<file path="config.mk">
export PLATFORM = sky130hd
export DESIGN_NAME = audio_level_meter
export DESIGN_NICKNAME = d
export VERILOG_FILES = /design/src/rtl/audio_level_meter_pkg.sv /design/src/rtl/audio_level_meter_peak_hold_tracker.sv /design/src/rtl/audio_level_meter.sv
export SDC_FILE = /design/constraint.sdc
export NUM_CORES = 1
export LEC_CHECK = 0
export BUFFER_PORTS_ARGS = -buffer_cell sky130_fd_sc_hd__buf_2
export CORE_ASPECT_RATIO = 0.75
export CORE_MARGIN = 5
export CORE_UTILIZATION = 56
export DETAILED_ROUTE_END_ITERATION = 7
export PLACE_DENSITY = 0.83
export SLEW_MARGIN = 20
export SYNTH_ARGS = -nofsm -noshare
export SYNTH_HDL_FRONTEND = slang
export SYNTH_SLANG_ARGS = --single-unit
</file>
<file path="constraint.sdc">
create_clock -name clk -period 4.25 [get_ports clk]
set_input_delay 0.85 -clock clk [delete_from_list [all_inputs] [get_ports clk]]
set_output_delay 0.85 -clock clk [all_outputs]
set_load 0.01 [all_outputs]
</file>
<file path="src/rtl/audio_level_meter_pkg.sv">
// audio_meter_pkg: shared widths, full-scale constants, magnitude/height types
// and the log-height helper used by audio_level_meter.
package audio_meter_pkg;
    localparam int SAMPLE_W = 16;
    localparam int HEIGHT_W = 4;
    localparam logic signed [SAMPLE_W-1:0] FULL_SCALE_POS = 16'sh7fff;
    localparam logic signed [SAMPLE_W-1:0] FULL_SCALE_NEG = 16'sh8000;
    typedef logic [SAMPLE_W-2:0] mag_t;
    typedef logic [HEIGHT_W-1:0] height_t;
    // Height is msb_index(g)+1 (0 for g==0), clamped to full bar.
    function automatic height_t log_height(input mag_t g);
        height_t h;
        h = '0;
        for (int i = 0; i < SAMPLE_W - 1; i++)
            if (g[i]) h = (i + 1 >= 2**HEIGHT_W - 1) ? '1 : height_t'(i + 1);
        return h;
    endfunction
endpackage

</file>
<file path="src/rtl/audio_level_meter_peak_hold_tracker.sv">
// peak_hold_tracker: holds the largest level seen, then steps it down by one
// every HOLD strobes without a new peak (never below the current level).
module peak_hold_tracker #(
    parameter int W    = 4,
    parameter int HOLD = 24000
) (
    input  logic         clk,
    input  logic         rst,
    input  logic         i_clr,
    input  logic         i_strobe,
    input  logic [W-1:0] i_level,
    output logic [W-1:0] o_peak
);
    localparam int CW = $clog2(HOLD + 1);
    logic [CW-1:0] r_cnt;
    logic [W-1:0]  r_peak;
    logic [W-1:0]  w_dec;
    assign w_dec  = r_peak - 1'b1;
    assign o_peak = r_peak;
    always_ff @(posedge clk or posedge rst) begin
        if (rst) begin
            r_peak <= '0;
            r_cnt  <= '0;
        end else if (i_clr) begin
            r_peak <= '0;
            r_cnt  <= '0;
        end else if (i_strobe) begin
            if (i_level >= r_peak) begin
                r_peak <= i_level;
                r_cnt  <= '0;
            end else if (r_cnt == CW'(HOLD - 1)) begin
                r_peak <= (w_dec > i_level) ? w_dec : i_level;
                r_cnt  <= '0;
            end else begin
                r_cnt <= r_cnt + 1'b1;
            end
        end
    end
endmodule

</file>
<file path="src/rtl/audio_level_meter.sv">
// audio_level_meter: 2-stage envelope follower (instant attack, periodic proportional
// decay, noise floor) with peak and clip hold. `LEVEL_METER_LOG_EN selects log height.
module audio_level_meter
    import audio_meter_pkg::*;
#(
    parameter int DECAY_SHIFT  = 4,
    parameter int DECAY_DIV    = 48,
    parameter int HOLD_SAMPLES = 24000,
    parameter int NOISE_FLOOR  = 256
) (
    input  logic                       clk,
    input  logic                       rst,
    input  logic                       sample_valid,
    input  logic signed [SAMPLE_W-1:0] sample_in,
    input  logic                       enable,
    output logic [HEIGHT_W-1:0]        height,
    output logic [HEIGHT_W-1:0]        peak_height,
    output logic                       clip,
    output logic                       level_valid
);
    localparam int   DC_W = $clog2(DECAY_DIV + 1);
    localparam mag_t NF   = mag_t'(NOISE_FLOOR);
    logic                       r_s1_valid, r_clip_hit, r_level_valid;
    logic                       w_clip_hit, w_attack, w_decay_due;
    logic signed [SAMPLE_W-1:0] w_neg;
    mag_t                       r_mag, r_env, w_mag, w_step, w_env_next, w_g;
    logic [DC_W-1:0]            r_decay_cnt;
    height_t                    r_height, w_height;
    always_comb begin
        w_neg       = -sample_in;
        w_mag       = (sample_in == FULL_SCALE_NEG) ? '1 :
                      sample_in[SAMPLE_W-1] ? w_neg[SAMPLE_W-2:0] : sample_in[SAMPLE_W-2:0];
        w_clip_hit  = (sample_in == FULL_SCALE_POS) || (sample_in == FULL_SCALE_NEG);
        w_attack    = r_mag >= r_env;
        w_decay_due = r_decay_cnt == DC_W'(DECAY_DIV - 1);
        // Minimum step of 1 guarantees the envelope always decays to 0.
        w_step      = ((r_env >> DECAY_SHIFT) != '0) ? (r_env >> DECAY_SHIFT) : mag_t'(r_env != '0);
        w_env_next  = w_attack ? r_mag : w_decay_due ? r_env - w_step : r_env;
        w_g         = (w_env_next < NF) ? '0 : w_env_next;
`ifdef LEVEL_METER_LOG_EN
        w_height    = log_height(w_g);
`else
        w_height    = w_g[SAMPLE_W-2 -: HEIGHT_W];
`endif
    end
    always_ff @(posedge clk or posedge rst) begin
        if (rst) begin
            r_s1_valid <= 1'b0;
            r_mag      <= '0;
            r_clip_hit <= 1'b0;
        end else begin
            r_s1_valid <= enable & sample_valid;
            if (!enable) begin
                r_mag      <= '0;
                r_clip_hit <= 1'b0;
            end else if (sample_valid) begin
                r_mag      <= w_mag;
                r_clip_hit <= w_clip_hit;
            end
        end
    end
    always_ff @(posedge clk or posedge rst) begin
        if (rst) begin
            r_env         <= '0;
            r_decay_cnt   <= '0;
            r_height      <= '0;
            r_level_valid <= 1'b0;
        end else begin
            r_level_valid <= enable & r_s1_valid;
            if (!enable) begin
                r_env       <= '0;
                r_decay_cnt <= '0;
                r_height    <= '0;
            end else if (r_s1_valid) begin
                r_env       <= w_env_next;
                r_decay_cnt <= (w_attack || w_decay_due) ? '0 : r_decay_cnt + 1'b1;
                r_height    <= w_height;
            end
        end
    end
    peak_hold_tracker #(.W(HEIGHT_W), .HOLD(HOLD_SAMPLES)) u_peak (
        .clk     (clk),
        .rst     (rst),
        .i_clr   (!enable),
        .i_strobe(r_s1_valid),
        .i_level (w_height),
        .o_peak  (peak_height)
    );
    // Clip hold reuses the tracker on a 1-bit level: a hit reloads, HOLD misses clear.
    peak_hold_tracker #(.W(1), .HOLD(HOLD_SAMPLES)) u_clip (
        .clk     (clk),
        .rst     (rst),
        .i_clr   (!enable),
        .i_strobe(r_s1_valid),
        .i_level (r_clip_hit),
        .o_peak  (clip)
    );
    assign height      = r_height;
    assign level_valid = r_level_valid;
endmodule

</file>
# --- Word level (Yosys, flattened, before mapping) ---
# Index checks and enable logic that the tools add are counted.
# W data, S select, Z words.
totals:
  regBits: 78
  in_bits: 20
  output_inout_bits: 10
op_classes:
  n_addsub: 7
  n_lt_le_gt_ge: 6
  n_eq_ne: 9
  n_mux: 35
  n_bitwise: 2
  reduce_logical: 6
ops:
  columns: ["operator", "n"]
  rows:
  - ["$mux W15", 17]
  - ["$eq A16 B16 Y1 const B", 2]
  - ["$add A15 B1 Y15 const B", 2]
  - ["$eq A15 B15 Y1 const B", 2]
  - ["$reduce_bool A15 Y1", 2]
  - ["$mux W4", 7]
  - ["$mux W6", 3]
  - ["$ge A15 B15 Y1", 1]
  - ["$lt A15 B9 Y1 const B", 1]
  - ["$neg A15 Y15", 1]
  - ["$sub A15 B11 Y15", 1]
  - ["$mux W11", 1]
  - ["$mux W1", 7]
  - ["$add A6 B1 Y6 const B", 1]
  - ["$eq A6 B6 Y1 const B", 1]
  - ["$ne A3 B1 Y1 const B", 2]
  - ["$ge A4 B4 Y1", 1]
  - ["$gt A4 B4 Y1", 1]
  - ["$reduce_and A2 Y1", 2]
  - ["$sub A4 B1 Y4 const B", 1]
  - ["$and A1 B1 Y1", 2]
  - ["$logic_or A1 B1 Y1", 2]
  - ["$ne A2 B1 Y1 const B", 1]
  - ["$ne A2 B2 Y1 const B", 1]
  - ["3 further kinds", 3]

# --- Longest topological paths before layout ---
depth:
  word_depth: 13
  depth_mapped: 22
  mapped_depth_nobuf: 21

# --- Hierarchy ---
# A second synthesis with hierarchy kept.
unflattened:
  cells_unflattened: 630
  hier_area_um2: 5452.7
modules_own_cells:
  columns: ["mod", "instances", "cells_per_inst", "area_per_inst_um2", "seq_area_each_um2"]
  rows:
  - ["audio_level_meter", 1, 411, 3354.5, 1051.0]
  - ["peak_hold_tracker at u_peak", 1, 134, 1263.7, 475.5]
  - ["peak_hold_tracker at u_clip", 1, 85, 834.6, 400.4]

# --- Worst setup path after synthesis ---
# Ideal clock, no wire load.
synth_timing:
  path_type: "register -> register"
  startpoint: "reg r_env[11]"
  endpoint: "reg u_peak.r_peak[1], in the netlist u_peak.o_peak[1]"
  setup_ns: 0.136
  arrival_time_ns: 4.256
  required_ns: 4.114
  setup_slack_ns: -0.142
  stages_incl_launch_ff: 23
  n_path_buf: 1
  period_less_slack_ns: 4.392
  cell_sequence: "dfrtp_1 -> clkbuf_1 -> nor2_1 -> nand2_1 -> nor2_1 -> nand4_1 -> o21ai_0 -> ha_1 -> inv_1 -> fa_1 -> a211oi_1 -> o211ai_1 -> nand4_1 -> a31oi_1 -> nor3_1 -> nor2_1 -> ha_1 -> or3_1 -> o22ai_1 -> o211ai_2 -> and2_0 -> a32oi_1 -> o31ai_1"
synth_via:
  elab_chain_len: 13
synth_lines:
  columns: ["element", "line_no", "rtl"]
  rows:
  - ["start, declared", "audio_level_meter.sv:26", "mag_t r_mag, r_env, w_mag, w_step, w_env_next, w_g;"]
  - ["start signal, assigned", "audio_level_meter.sv:75", "r_env <= w_env_next;"]
  - ["$reduce_bool A15 Y1", "audio_level_meter.sv:37", "w_step = ((r_env >> DECAY_SHIFT) != '0) ? (r_env >> DECAY_SHIFT) : mag_t'(r_env != '0);"]
  - ["$mux W11", "audio_level_meter.sv:37", null]
  - ["$sub A15 B11 Y15", "audio_level_meter.sv:38", "w_env_next = w_attack ? r_mag : w_decay_due ? r_env - w_step : r_env;"]
  - ["$mux W15", "audio_level_meter.sv:38", null]
  - ["$mux W15 (*)", "audio_level_meter.sv:38", null]
  - ["$lt A15 B9 Y1", "audio_level_meter.sv:39", "w_g = (w_env_next < NF) ? '0 : w_env_next;"]
  - ["$mux W15 (*)", "audio_level_meter.sv:39", null]
  - ["$gt A4 B4 Y1", "audio_level_meter_peak_hold_tracker.sv:32", "r_peak <= (w_dec > i_level) ? w_dec : i_level;"]
  - ["$mux W4", "audio_level_meter_peak_hold_tracker.sv:32", null]
  - ["$mux W4", "audio_level_meter_peak_hold_tracker.sv:31", "end else if (r_cnt == CW'(HOLD - 1)) begin"]
  - ["$mux W4", "audio_level_meter_peak_hold_tracker.sv:28", "if (i_level >= r_peak) begin"]
  - ["$mux W4", "audio_level_meter_peak_hold_tracker.sv:27", "end else if (i_strobe) begin"]
  - ["$mux W4", "audio_level_meter_peak_hold_tracker.sv:24", "end else if (i_clr) begin"]
  - ["end signal, assigned", "audio_level_meter_peak_hold_tracker.sv:29", "r_peak <= i_level;"]
  - ["end signal, assigned", "audio_level_meter_peak_hold_tracker.sv:32", null]
  - ["end, declared", "audio_level_meter_peak_hold_tracker.sv:16", "logic [W-1:0] r_peak;"]
# Mark *: on every way between the ends. The rest lies on a longest branch, timed or not. The select of a mux whose other input is x is not followed.
# A chain may end at the register's enable or synchronous reset.

# --- Worst setup path after layout ---
layout_timing:
  startpoint: "reg r_env[11]"
  endpoint: "reg u_peak.r_peak[2], in the netlist u_peak.o_peak[2]"
# The elaborated chain is that of the path after synthesis.

==> flow_results.org <==
** Job
- Max-cap violations in this run came to 0.

** Floorplan
- In this run the standard cell core region covers 0.009503 mm^2.
- Die area :: 0.01167 mm^2
- Number of top-level pins :: 30
- Effective utilization at floorplan :: 0.5652
- The die is 94.82 um tall.
- Die X-Extent :: 123.1 um
- # rows :: 31

** Finish
- Compared with the post-synthesis result, the final layout area differs by 17.59%.
- Share of cells above drive strength 1 :: 0.1873
- Number of fill cells in the layout :: 751
- The repair_antennas step left the layout with diodes totalling 0.
- Net count of the finished layout :: 752
- Count of non-filler cells in the finished layout :: 826

** Logic synthesis
- The number of nets in the synthesized netlist is 699.
- Number of enable-type register cells in the synthesized netlist :: 0
- After synthesis, the mean cell area works out to 8.446 um^2.
- Cell area after synthesis :: 0.005371 mm^2
- Number of synthesized register bits :: 77
- Proportion of register bits with asynchronous set or reset after synthesis :: 1.000
- Yosys top cell by area :: sky130_fd_sc_hd__dfrtp_1
- Sequential area share after synthesis :: 0.3587
- Portion of synthesized cell area occupied by the leading cell type :: 0.3587
- Syn Inst Count :: 636
- The Yosys step of the flow raised 0 warnings.
- Number of distinct standard cells referenced by the synthesized netlist :: 64
- Leading cell types by total area after synthesis :: sky130_fd_sc_hd__dfrtp_1 (36%), sky130_fd_sc_hd__ha_1 (9.8%), sky130_fd_sc_hd__o21ai_0 (5.2%), sky130_fd_sc_hd__nand2_1 (4.4%), sky130_fd_sc_hd__nor2_1 (4.3%)
- In the synthesized netlist the dominant register cell turns out to be sky130_fd_sc_hd__dfrtp_1.

** Critical path
- Number of cell instances on the worst register-to-register path :: 21
- The worst register-to-register path begins at r_env[11]$_DFFE_PP0P_.
- Critical path peak fanout :: 4
- Crit path arrival time :: 4.51 ns
- The endpoint identified for the worst register-to-register timing path is u_peak.o_peak[2]$_DFFE_PP0P_.
- Kind of end point of the critical path :: flop
- STA puts the critical path data required time at 4.50 ns.
- Following the worst setup path forward leads to its endpoint at u_peak.o_peak[2]$_DFFE_PP0P_.
- The worst setup path is launched from a flop.
- The critical path is of the flop to flop type.
- Timing startpoint of the critical path :: r_env[11]$_DFFE_PP0P_
- In this run the register-to-register setup slack is -0.01 ns.

** Outcome
- Status :: complete, but fails checks
- Failing checks :: negative setup slack

** Global route
- The first global-routing pass estimated 23.80 mm of wire.
- In the global route stage, overall resource usage came out at 0.2578.
- Initial antenna violation count :: 0
- Maximum number of pins on one net before global-route repair :: 54
- Vias in the first global route :: 4789
- Summed over all layers, the global routing overflow is 0.

** Placement
- Number of buffers inserted by port buffering :: 29
- Final RePlAce weighted congestion :: 0.9420
- Placed cells :: 802
- Before CTS, the worst setup slack after placement is -0.2756 ns.
- HPWL after detailed placement :: 10.11 mm

** Timing
- Post-layout minimum cycle time :: 4.264 ns
- Setup violators final :: 3
- Hold violation count in the final report :: 0
- In the post-route analysis, the smallest setup slack over all paths is -0.01409 ns.
- Maximum clock frequency :: 234.5 MHz
- The max-slew violation count came to 0.
- Headroom to the max-slew limit came out at 0.4013.
- Setup repair after global routing missed its margin :: true
- Final cycle utilization of the critical path :: 1.003
- For the pin with the worst max-slew slack, the measured transition is 0.8971 ns.
- The clock arrives with 0.009972 ns of skew.

** Detailed routing
- The pre-antenna-repair detailed-routing pass consisted of 5 iterations.
- Average vias per placed instance :: 6.136
- Aggregate routed wire length :: 14.33 mm
- Total number of vias :: 5068
- In this run, the number of DRC markers left after iteration 0 of detailed routing was 511.
- Average wire length per cell after detail routing :: 17.34 um
- For this run, design rule violations remaining after detail routing come to 0.
- DRT antenna net count :: 0

** Clock tree
- CTS saw 77 sinks.
- TritonCTS clock tree :: done
- The H-tree generated during clock tree synthesis spans 3 levels.
- Clock latency at the later pin of the worst-skew pair :: 0.35 ns
- Clk slew on worst S/H paths :: 0.07 ns
- Clock tree synthesis selected as its root buffer the cell sky130_fd_sc_hd__clkbuf_16.
- The longest clock path from root to sink contains 2 buffers.
- Total clock buffers created by CTS :: 9

** Power
- The analysis attributes to cell leakage a power of 2.725 nW.
- Clock share of power :: 0.245
- Register share of total power :: 0.267
- Fraction of power spent switching nets :: 0.3940
- P_sw :: 1.251 mW
- Power Dens Cells :: 502.8 mW/mm^2
- Peak ir drop on the vdd network :: 0.3402 mV
- Total internal power :: 1.924 mW
- The share of total power dissipated in combinational logic is 0.488.

** Min path
- The tightest min-delay check is of the flop to flop type.
- Hold Path Depth :: 2
-- per-stage QoR --
step	area (um^2)	power (mW)	TNS, ns	hold slack (ns)	util
2_1_floorplan	5381	1.651	0	0.4611	-
3_3_place_gp	5809	1.997	-0.2353	0.4749	0.6113
3_5_place_dp	5809	2.026	-2.566	0.4806	0.6113
4_1_cts	6145	2.869	0	0.4934	0.6466
5_1_grt	6316	3.352	-2.077	0.5236	0.6646
6_report	6316	3.176	-0.03388	0.4842	0.6646
-- flip-flops by register name (all words and copies together) (netlist names), 3 cells and up --
name and flops:
r_env 15, r_mag 15, u_clip.r_cnt 15, u_peak.r_cnt 15, r_decay_cnt 6, u_peak.o_peak 4, height 3
-- routing by layer --
layer / routed length (um) / GRT usage
met4: 205 / 0.07558
met5: 0 / 0
met1: 6606 / 0.3757
met2: 6196 / 0.3884
met3: 1318 / 0.05210
-- worst max-delay path: stages, from the launching register on --
cell and delay, ns:
sky130_fd_sc_hd__dfrtp_1 0.40, sky130_fd_sc_hd__nor2_2 0.17, sky130_fd_sc_hd__nand2_2 0.09, sky130_fd_sc_hd__nor2_2 0.12, sky130_fd_sc_hd__nand4_1 0.10, sky130_fd_sc_hd__o21ai_1 0.17
sky130_fd_sc_hd__ha_2 0.20, sky130_fd_sc_hd__inv_2 0.04, sky130_fd_sc_hd__fa_2 0.42, sky130_fd_sc_hd__a211oi_4 0.25, sky130_fd_sc_hd__o211ai_1 0.16, sky130_fd_sc_hd__nand4_1 0.21
sky130_fd_sc_hd__nor2_1 0.05, sky130_fd_sc_hd__and4b_2 0.33, sky130_fd_sc_hd__nor2_2 0.05, sky130_fd_sc_hd__ha_2 0.19, sky130_fd_sc_hd__or3_4 0.34, sky130_fd_sc_hd__o22ai_4 0.23
sky130_fd_sc_hd__buf_6 0.13, sky130_fd_sc_hd__and3_4 0.20, sky130_fd_sc_hd__nor3_2 0.05, sky130_fd_sc_hd__o32ai_1 0.27
-- area by class of cell --
type                    count  area, um^2  share of cell area
well taps                 132       165.2             0.02615
flip-flops and latches     77        1927              0.3051
repair buffers             67       437.9             0.06933
clock buffers               9       225.2             0.03566
clock inverters             7       73.82             0.01169
multi-input cells         488        3313              0.5246
inverters                  46       173.9             0.02754
-- how the worst min path moves through the flow --
stage	slack (ns)	endpoint	startpoint
global route	0.52	height[2]$_DFFE_PP0P_	height[2]$_DFFE_PP0P_
CTS	0.49	height[0]$_DFFE_PP0P_	height[0]$_DFFE_PP0P_
detailed placement	0.48	height[0]$_DFFE_PP0P_	height[0]$_DFFE_PP0P_
global placement	0.47	height[0]$_DFFE_PP0P_	height[0]$_DFFE_PP0P_
finish	0.48	height[0]$_DFFE_PP0P_	height[0]$_DFFE_PP0P_
floorplan	0.46	u_clip.o_peak$_DFFE_PP0P_	r_clip_hit$_DFFE_PP0P_
-- cell usage in the layout, fill, tap and decap left out, types with 8 or more instances in the layout --
cell / count
sky130_fd_sc_hd__nor3_1: 8
sky130_fd_sc_hd__buf_2: 29
sky130_fd_sc_hd__xnor2_1: 17
sky130_fd_sc_hd__nand3_1: 27
sky130_fd_sc_hd__nand2_1: 62
sky130_fd_sc_hd__o211ai_1: 10
sky130_fd_sc_hd__a21oi_1: 32
sky130_fd_sc_hd__nand4_1: 18
sky130_fd_sc_hd__buf_4: 36
sky130_fd_sc_hd__dfrtp_1: 77
sky130_fd_sc_hd__xor2_1: 22
sky130_fd_sc_hd__o21ai_0: 51
sky130_fd_sc_hd__nor2_1: 57
sky130_fd_sc_hd__inv_1: 43
sky130_fd_sc_hd__ha_1: 38
sky130_fd_sc_hd__clkbuf_16: 9
-- cells in the mapped netlist, types with 17 or more instances --
| cell type | instances |
|---|---|
| sky130_fd_sc_hd__xnor2_1 | 17 |
| sky130_fd_sc_hd__nor2_1 | 61 |
| sky130_fd_sc_hd__nand4_1 | 18 |
| sky130_fd_sc_hd__o21ai_0 | 56 |
| sky130_fd_sc_hd__ha_1 | 42 |
| sky130_fd_sc_hd__dfrtp_1 | 77 |
| sky130_fd_sc_hd__xor2_1 | 22 |
| sky130_fd_sc_hd__nand3_1 | 27 |
| sky130_fd_sc_hd__inv_1 | 45 |
| sky130_fd_sc_hd__a21oi_1 | 35 |
| sky130_fd_sc_hd__nand2_1 | 63 |
| sky130_fd_sc_hd__clkbuf_1 | 18 |
-- power groups by stage --
stage	Combinational (mW)	Clock, mW	Sequential, mW
6_report	1.55	0.777	0.849
5_1_grt	1.68	0.820	0.856
4_1_cts	1.24	0.781	0.846
3_5_place_dp	1.17	0	0.857
3_3_place_gp	1.14	0	0.857
2_1_floorplan	0.799	0	0.853
-- logic make-up (layout without fill, tap and decap cells) --
family	count (synthesis)	in the layout	share of synthesized area
adders and majority gates	43	43	0.1016
muxes	5	5	0.009551
DFF	77	77	0.3587
buffers and inverters	71	129	0.05311
AOI/OAI and AO/OA	161	161	0.1910
xor gates and xnor gates	39	39	0.06359
and+or+nand+nor	240	240	0.2225
-- timing repair --
item / CTS / global route
endpoints found under the setup margin: 19 / 19
pin swaps: 5 / 23
resized for setup: 11 / 30
cloned: 0 / 0
buffers inserted: 1 / 7
hold buffers: 0 / 0
(Power assumes the default switching activity.)
